--- src/rtl/seg7_scan_decoder.sv ---
// seg7_scan_decoder: samples a multiplexed, active-low 7-segment scan (anode + segments),
// decodes each settled digit back to its 4-bit code and publishes a full 4-digit word
// once every digit position has been captured. Flags lost scanning after a long silence.
module seg7_scan_decoder #(
   parameter int unsigned SETTLE_CYCLES  = 1000,
   parameter int unsigned TIMEOUT_CYCLES = 400000,
   parameter int unsigned CNT_W          = 19
) (
   input  logic        clk,
   input  logic        rst,
   input  logic [3:0]  anode_i,
   input  logic [6:0]  led_7seg_i,
   output logic [15:0] BCD_o,
   output logic        frame_valid_o,
   output logic [3:0]  err_mask_o,
   output logic        scan_lost_o
);

   typedef enum logic [1:0] {
      IDLE     = 2'd0,
      SETTLE   = 2'd1,
      CAPTURED = 2'd2
   } state_t;

   localparam logic [CNT_W-1:0] SETTLE_LAST = CNT_W'(SETTLE_CYCLES - 1);
   localparam logic [CNT_W-1:0] TMO_LAST    = CNT_W'(TIMEOUT_CYCLES - 1);
   localparam logic [CNT_W-1:0] TMO_MAX     = CNT_W'(TIMEOUT_CYCLES);

   // synchronizer stages plus the previous synchronized value for change detection
   logic [3:0]       anode_s1, anode_s2, anode_q;
   logic [6:0]       seg_s1, seg_s2, seg_q;

   state_t           state_q, state_d;
   logic [CNT_W-1:0] stable_cnt_q, stable_cnt_d;
   logic [CNT_W-1:0] tmo_cnt_q;

   logic             changed;
   logic             digit_valid;
   logic [1:0]       digit_idx;
   logic [3:0]       seg_code;
   logic             seg_err;
   logic             capture;
   logic [3:0]       cap_bit;
   logic             frame_done;
   logic             timeout_hit;

   logic [3:0][3:0]  shadow_code;
   logic [3:0]       shadow_err;
   logic [3:0]       cap_mask;

   // two-flop synchronizers and the one-cycle-old copy used to spot changes
   always_ff @(posedge clk or negedge rst) begin
      if (!rst) begin
         anode_s1 <= '1;
         anode_s2 <= '1;
         anode_q  <= '1;
         seg_s1   <= '1;
         seg_s2   <= '1;
         seg_q    <= '1;
      end else begin
         anode_s1 <= anode_i;
         anode_s2 <= anode_s1;
         anode_q  <= anode_s2;
         seg_s1   <= led_7seg_i;
         seg_s2   <= seg_s1;
         seg_q    <= seg_s2;
      end
   end

   assign changed = ({anode_s2, seg_s2} != {anode_q, seg_q});

   // anode decode: exactly one low bit selects a digit, anything else means no digit
   always_comb begin
      digit_valid = 1'b1;
      digit_idx   = '0;
      case (anode_s2)
         4'b1110: digit_idx = 2'd0;
         4'b1101: digit_idx = 2'd1;
         4'b1011: digit_idx = 2'd2;
         4'b0111: digit_idx = 2'd3;
         default: digit_valid = 1'b0;
      endcase
   end

   // segment pattern back to code; unknown patterns decode to E with the error bit set
   always_comb begin
      seg_err  = 1'b0;
      seg_code = 4'hE;
      case (seg_s2)
         7'b0000001: seg_code = 4'h0;
         7'b1001111: seg_code = 4'h1;
         7'b0010010: seg_code = 4'h2;
         7'b0000110: seg_code = 4'h3;
         7'b1001100: seg_code = 4'h4;
         7'b0100100: seg_code = 4'h5;
         7'b0100000: seg_code = 4'h6;
         7'b0001111: seg_code = 4'h7;
         7'b0000000: seg_code = 4'h8;
         7'b0000100: seg_code = 4'h9;
         7'b1111110: seg_code = 4'hF;
         7'b1111111: seg_code = 4'hA;
         default:    seg_err  = 1'b1;
      endcase
   end

   // dwell FSM state register
   always_ff @(posedge clk or negedge rst) begin
      if (!rst) begin
         state_q      <= IDLE;
         stable_cnt_q <= '0;
      end else begin
         state_q      <= state_d;
         stable_cnt_q <= stable_cnt_d;
      end
   end

   // dwell FSM: count unchanged cycles on a selected digit, capture once per dwell
   always_comb begin
      state_d      = state_q;
      stable_cnt_d = stable_cnt_q;
      capture      = 1'b0;
      unique case (state_q)
         IDLE: begin
            if (digit_valid) begin
               state_d      = SETTLE;
               stable_cnt_d = '0;
            end
         end
         SETTLE: begin
            if (changed) begin
               state_d      = digit_valid ? SETTLE : IDLE;
               stable_cnt_d = '0;
            end else if (stable_cnt_q == SETTLE_LAST) begin
               capture = 1'b1;
               state_d = CAPTURED;
            end else begin
               stable_cnt_d = stable_cnt_q + CNT_W'(1);
            end
         end
         CAPTURED: begin
            if (changed) begin
               state_d      = digit_valid ? SETTLE : IDLE;
               stable_cnt_d = '0;
            end
         end
         default: begin
            state_d      = IDLE;
            stable_cnt_d = '0;
         end
      endcase
   end

   assign cap_bit     = capture ? (4'b0001 << digit_idx) : '0;
   assign frame_done  = (cap_mask == 4'b1111);
   assign timeout_hit = !capture && (tmo_cnt_q == TMO_LAST);

   // shadow capture, frame publication and scan-lost timeout; a completing frame beats a timeout
   always_ff @(posedge clk or negedge rst) begin
      if (!rst) begin
         shadow_code   <= {4{4'hA}};
         shadow_err    <= '0;
         cap_mask      <= '0;
         tmo_cnt_q     <= '0;
         BCD_o         <= 16'hAAAA;
         err_mask_o    <= '0;
         frame_valid_o <= 1'b0;
         scan_lost_o   <= 1'b0;
      end else begin
         frame_valid_o <= frame_done;

         if (capture) begin
            shadow_code[digit_idx] <= seg_code;
            shadow_err[digit_idx]  <= seg_err;
         end

         if (capture)
            tmo_cnt_q <= '0;
         else if (tmo_cnt_q != TMO_MAX)
            tmo_cnt_q <= tmo_cnt_q + CNT_W'(1);

         if (frame_done) begin
            BCD_o       <= shadow_code;
            err_mask_o  <= shadow_err;
            scan_lost_o <= 1'b0;
         end else if (timeout_hit) begin
            scan_lost_o <= 1'b1;
         end

         if (frame_done || timeout_hit)
            cap_mask <= cap_bit;
         else
            cap_mask <= cap_mask | cap_bit;
      end
   end

endmodule

--- config.mk ---
export PLATFORM = sky130hd
export DESIGN_NAME = seg7_scan_decoder
export DESIGN_NICKNAME = d
export VERILOG_FILES = /design/src/rtl/seg7_scan_decoder.sv
export SDC_FILE = /design/constraint.sdc
export NUM_CORES = 1
export LEC_CHECK = 0
export CAP_MARGIN = 0
export CELL_PAD_IN_SITES_DETAIL_PLACEMENT = 0
export CELL_PAD_IN_SITES_GLOBAL_PLACEMENT = 1
export CORE_MARGIN = 1
export CORE_UTILIZATION = 47
export CTS_CLUSTER_DIAMETER = 50
export DETAILED_ROUTE_END_ITERATION = 12
export PLACE_DENSITY = 0.81
export SYNTH_ARGS = -nofsm -noshare
export SYNTH_HDL_FRONTEND = slang
export SYNTH_SLANG_ARGS = --single-unit
--- constraint.sdc ---
create_clock -name clk -period 3.35 [get_ports clk]
set_input_delay 1.005 -clock clk [delete_from_list [all_inputs] [get_ports clk]]
set_output_delay 1.005 -clock clk [all_outputs]
set_load 0.005 [all_outputs]
### Word level (Yosys, flattened, before mapping)

Index checks and enable logic that the tools add are counted.

| operators by class | value |
|---|---|
| $add $sub $neg | 2 |
| magnitude comparators | 2 |
| eq/ne operators | 26 |
| shifts and indexed selects | 1 |
| multiplexer cells | 30 |
| bitwise logic cells | 1 |
| reduce and logical (&&, ||, !) cells | 12 |

Operators with widths:

| cell | count |
|---|---|
| $mux 19 | 6 |
| $pmux 19 s3 | 1 |
| $pmux 4 s12 | 1 |
| $add 19x1->19 const B | 2 |
| $eq 7x7->1 const B | 4 |
| $eq 19x10->1 const B | 1 |
| $eq 19x19->1 const B | 1 |
| $ne 19x19->1 const B | 1 |
| $bwmux 16 | 1 |
| $eq 4x4->1 const B | 4 |
| $eq 7x3->1 const B | 2 |
| $eq 7x6->1 const B | 2 |
| $mux 4 | 3 |
| $pmux 2 s3 | 2 |
| $reduce_or 12->1 | 1 |
| $ne 11x11->1 | 1 |
| $mux 1 | 9 |
| $demux 4 s2 | 1 |
| $mux 2 | 4 |
| $eq 7x1->1 const B | 1 |
| $eq 7x4->1 const B | 1 |
| $eq 7x5->1 const B | 1 |
| $logic_not 7->1 | 1 |
| $ne 3x3->1 const B | 2 |
| other kinds (17) | 21 |

| word-level totals | value |
|---|---|
| register bits after elaboration | 119 |
| bits of input ports | 13 |

### Logic depth before layout (Yosys ltp)

| depth | value |
|---|---|
| depth after elaboration | 8 |
| depth in mapped cells | 10 |
| mapped depth without buffers | 7 |

### Least setup slack after synthesis

No wires, ideal clock.

| timing path | value |
|---|---|
| path kind | register -> register |
| start | register anode_s2[1] |
| end | register shadow_code[1] in the netlist's numbering |
| setup time | 0.082 ns |
| arrival time | 2.297 ns |
| setup slack | 0.971 ns |
| cell stages (with the launch flop) | 9 |
| buffers on the path | 2 |
| clock period less this slack | 2.379 ns |
| path through | dfstp_2 > clkbuf_1 > xor2_1 > nor4_4 > and4_1 > buf_2 > and2_4 > a21boi_4 > mux2_4 |

| on the way | value |
|---|---|
| longest elaborated chain between the ends | 7 |
| elaborated cells on any way between the ends | 13 |
| those cells by class | order compare (2); eq/ne (4); mux (6); reduce/logical (1) |

RTL lines:

| what | RTL line | RTL |
|---|---|---|
| start, declared | 30 | `logic [3:0] anode_s1, anode_s2, anode_q;` |
| start signal, assigned | 62 | `anode_s2 <= anode_s1;` |
| $eq 4x3->1 / $eq 4x4->1 (equally long branches) | 76 | `case (anode_s2)` |
| $pmux 2 s3 | 76 |  |
| $lt 2x3->1 (implied by the code) / $ge 2x1->1 (equally long branches) | 172 | `shadow_code[digit_idx] <= seg_code;` |
| $logic_and 1x1->1 (implied by the code) | 172 |  |
| $mux 4 (implied by the code) | 172 |  |
| $demux 4 s2 | 172 |  |
| $bwmux 16 | 172 |  |
| end signal, assigned | 160 | `shadow_code <= {4{4'hA}};` |
| end signal, assigned by index | 172 |  |
| end, declared | 47 | `logic [3:0][3:0] shadow_code;` |

Parallel ways exist; a longest one is shown, timed or not.
A chain may end at the register's enable or synchronous reset.

### Final worst setup path

| timing path | value |
|---|---|
| start | register seg_s2[2] |
| end | register shadow_code[1] in the netlist's numbering |

| on the way | value |
|---|---|
| longest elaborated chain between the ends | 3 |
| elaborated cells on any way between the ends | 17 |
| those cells by class | eq/ne (12); mux (4); reduce/logical (1) |

RTL lines:

| what | RTL line | RTL |
|---|---|---|
| start, declared | 31 | `logic [6:0] seg_s1, seg_s2, seg_q;` |
| start signal, assigned | 65 | `seg_s2 <= seg_s1;` |
| $eq 7x7->1, or another cell as far along | 89 | `case (seg_s2)` |
| $pmux 4 s12 / $mux 1 (equally long branches) | 89, 130 |  |
| $bwmux 16 / $mux 1 (equally long branches) | 172, 122 |  |

Parallel ways exist; a longest one is shown, timed or not.

==> impl_results.md <==
* Crit. End Element: register
* Post-Synthesis Cells at 501
* CP arrival at 3.12 ns
* GR Util met3 at 5.45%
* Detail Route Antenna Nets at 0
* Setup tns final at 0 ns
* Clock sinks at 119
* Hold path startpoint: anode_s1[1]
* Die width at 108 um
* Initial drt markers at 195
* Vias/cell at 5.34
* Gr busiest metal: met2
* Setup Skew at 0.00661 ns
* CTS Root Cell: clkbuf_8
* Max VDD drop at 0.499 mV
* Syn avg cell area at 10.5 sq um
* First-pass GRT wire length at 16900 um
* GRT Overall Usage at 19.5%
* Cell area after synthesis at 5270 sq um
* WL final at 10000 um
* CTS Buffer Depth at 2
* Vias in the first global route at 3481
* Final period utilization at 79.5%
* Fin. max-slew vios at 0
* Post-CTS setup buffers at 0
* Post-Syn Nets at 517
* Max-Cap Viols at 0
* Ys Warns at 0
* Unrepaired setup endpoints after global routing: no
* FF-to-FF Start: seg_s2[2]
* Main synth FF type: dfrtp_1
* Outcome: finished, final reports clean
* Worst R2R Setup Slack at 0.69 ns
* Startpoint types: register
* Hold Fails Final Rpt at 0
* Routed vias at 3645
* FF-to-FF End: shadow_code[1]
* CTS clk-pin slew, worst paths at 0.06 ns
* # rows at 38
* Initial Utilization at 48.4%
* Hold crit path type: reg2reg
* GR Layer Usage met2 at 28.2%
* RD Place Congestion at 0.773
* Async SR Flop Fraction at 100%
* Post-synthesis register bit count at 119
* Fin nets at 546
* Critical Path RT at 3.80 ns
* Antenna cells at 0
* CTS Buf Count at 17
* Total grt overflow at 0
* Setup violators final at 0
* Worst-Margin Slew at 0.860 ns
* Max H-tree Level at 4
* Min Tclk post-route at 2.66 ns
* Design area at 6270 sq um
* Die H at 108 um
* Synth cell types at 54
* Detail Placement HPWL at 6580 um
* Max Clk Rate at 376 MHz
* Share of cells above drive strength 1 at 18.0%
* Largest net degree at the start of global routing at 49
* EDFF count, synth at 0
* Leak at 2.70 nW
* Die area at 11600 sq um
* Worst-path fanout max at 22
* Latest clock arrival within the worst-skew pair at 0.52 ns
* Hold path depth at 0
* CTS hold repair buffers at 0
* CTS tree: yes
* IO Pins at 35
* 1st-pass router iterations at 4
* FF-to-FF path depth at 6
* # DRC at 0
* Drt wl/cell at 14.7 um
* Seq/Total Area, Yosys at 57.7%
* IO Port Bufs at 34
* Critical path class: reg2reg
* Area growth, synth to finish at 18.9%
* Rel. slew slack at 42.5%
* Cts repair resizes at 0
* Power Density at 533 nW/um^2
* Core footprint at 10900 sq um
* Initial antenna violation count at 0
* Met1 Track Usage GR at 27.0%
* Hold endpoint: anode_s2[1]
* Placed cell area at 5700 sq um
[through the flow]
stage	power [mW]	util, %	hold WS (ns)	worst slack [ns]	cells
detailed placement	1.64	52.3	0.347	0.705	651
global route	3.46	57.6	0.355	0.543	683
finish	3.34	57.6	0.354	0.687	683
CTS	3.38	57.6	0.355	0.673	683
global placement	1.63	52.3	0.345	0.786	651
floorplan	1.58	-	0.345	0.971	501
[critical path, stage by stage, from the launching register on]
cell,delay [ns]
dfstp_2,0.64
xor2_1,0.14
nor4_4,0.42
and4_1,0.39
and2_4,0.34
a21boi_4,0.35
mux2_4,0.32
[layout make-up]
class | instances | area, sq um
fill | 920 | 4620
clock buffer | 24 | 470
timing repair buffer | 38 | 380
sequential | 119 | 3040
tap | 140 | 175
multi-input combinational | 341 | 2050
inverter | 13 | 48.8
clock inverter | 8 | 97.6
[how the worst max path moves through the flow]
stage | to | cells past startpoint | startpoint | slack, ns
after floorplan | shadow_code[1] | 8 | anode_s2[1] | 0.97
after global placement | shadow_code[1] | 6 | stable_cnt_q[10] | 0.79
after detailed placement | shadow_code[1] | 6 | seg_s2[2] | 0.71
after CTS | shadow_code[1] | 6 | seg_s2[2] | 0.67
after global routing | shadow_code[1] | 6 | seg_s2[2] | 0.54
final | shadow_code[1] | 6 | seg_s2[2] | 0.69
[placed cells by master, fill, tap and decap left out, drive strengths merged, types with 4 or more instances in the layout]
cell type | synthesis | final
inv | 12 | 12
buf | 13 | 5
or4 | 5 | 5
mux2 | 5 | 5
and4 | 6 | 6
nand2 | 91 | 91
nor2 | 43 | 43
nand3 | 24 | 24
clkdlybuf4s50 | 0 | 33
clkbuf | 15 | 24
nand4 | 19 | 19
o21ai | 29 | 29
xor2 | 30 | 30
xnor2 | 9 | 9
dfrtp | 70 | 70
nor4 | 9 | 9
dfstp | 49 | 49
nor3 | 4 | 4
and3 | 9 | 9
a21oi | 8 | 8
clkinv | 1 | 4
or3 | 5 | 5
nand4b | 4 | 4
o31ai | 5 | 5
mux2i | 5 | 5
o211ai | 5 | 5
[layer usage]
layer  vias up  routed length, um
met5         -                  0
met4         0                160
met3        15                312
met2        52               4580
met1      1790               4960
li1       1788                  -
[flip-flops by register name (all words and copies together), names as in the netlist]
signal and count:
state_q 2, shadow_err 4, seg_q 7, anode_q 4
tmo_cnt_q 19, err_mask_o 4, frame_valid_o 1, cap_mask 4
scan_lost_o 1, stable_cnt_q 19, anode_s2 4, shadow_code 16
BCD_o 16, seg_s1 7, anode_s1 4, seg_s2 7
[cell families after synthesis]
| group | Yosys count | share of synthesized area, % |
|---|---|---|
| and+or+nand+nor | 231 | 22.8 |
| DFF | 119 | 57.7 |
| AOI/OAI and AO/OA | 57 | 6.67 |
| buffers and inverters | 41 | 3.35 |
| xor gates and xnor gates | 39 | 6.48 |
| muxes | 10 | 2.09 |
| adders and majority gates | 4 | 0.902 |
[power by group]
part | internal [mW] | total [mW] | switching, mW | leakage, nW
clock | 1.11 | 1.73 | 0.614 | 0.271
sequential | 1.48 | 1.50 | 0.0263 | 1.47
combinational | 0.0358 | 0.108 | 0.0720 | 0.957
total | 2.63 | 3.34 | 0.712 | 2.70
[synthesized netlist by cell type (3+ instances only)]
library cell   n  area share, %
nand2_1       91            6.5
dfrtp_1       70             33
dfstp_2       49             24
nor2_1        43            3.1
xor2_1        30            5.0
o21ai_0       29            2.8
nand3_1       24            2.3
clkbuf_1      15            1.1
nand4_1       15            1.8
inv_1         12           0.85
and3_1         9            1.1
buf_2          9           0.85
xnor2_1        9            1.5
a21oi_1        8           0.76
and4_1         6            1.0
nor4_1         6           0.71
mux2i_1        5           0.95
o211ai_1       5           0.71
o31ai_1        5           0.71
or3_1          5           0.59
nand4_2        4           0.95
nand4b_1       4           0.66
or4_1          4           0.57
ha_1           3           0.71
mux2_2         3           0.64
nor3_1         3           0.28
nor4_4         3            1.2
Power figures use the tool's default switching activity.
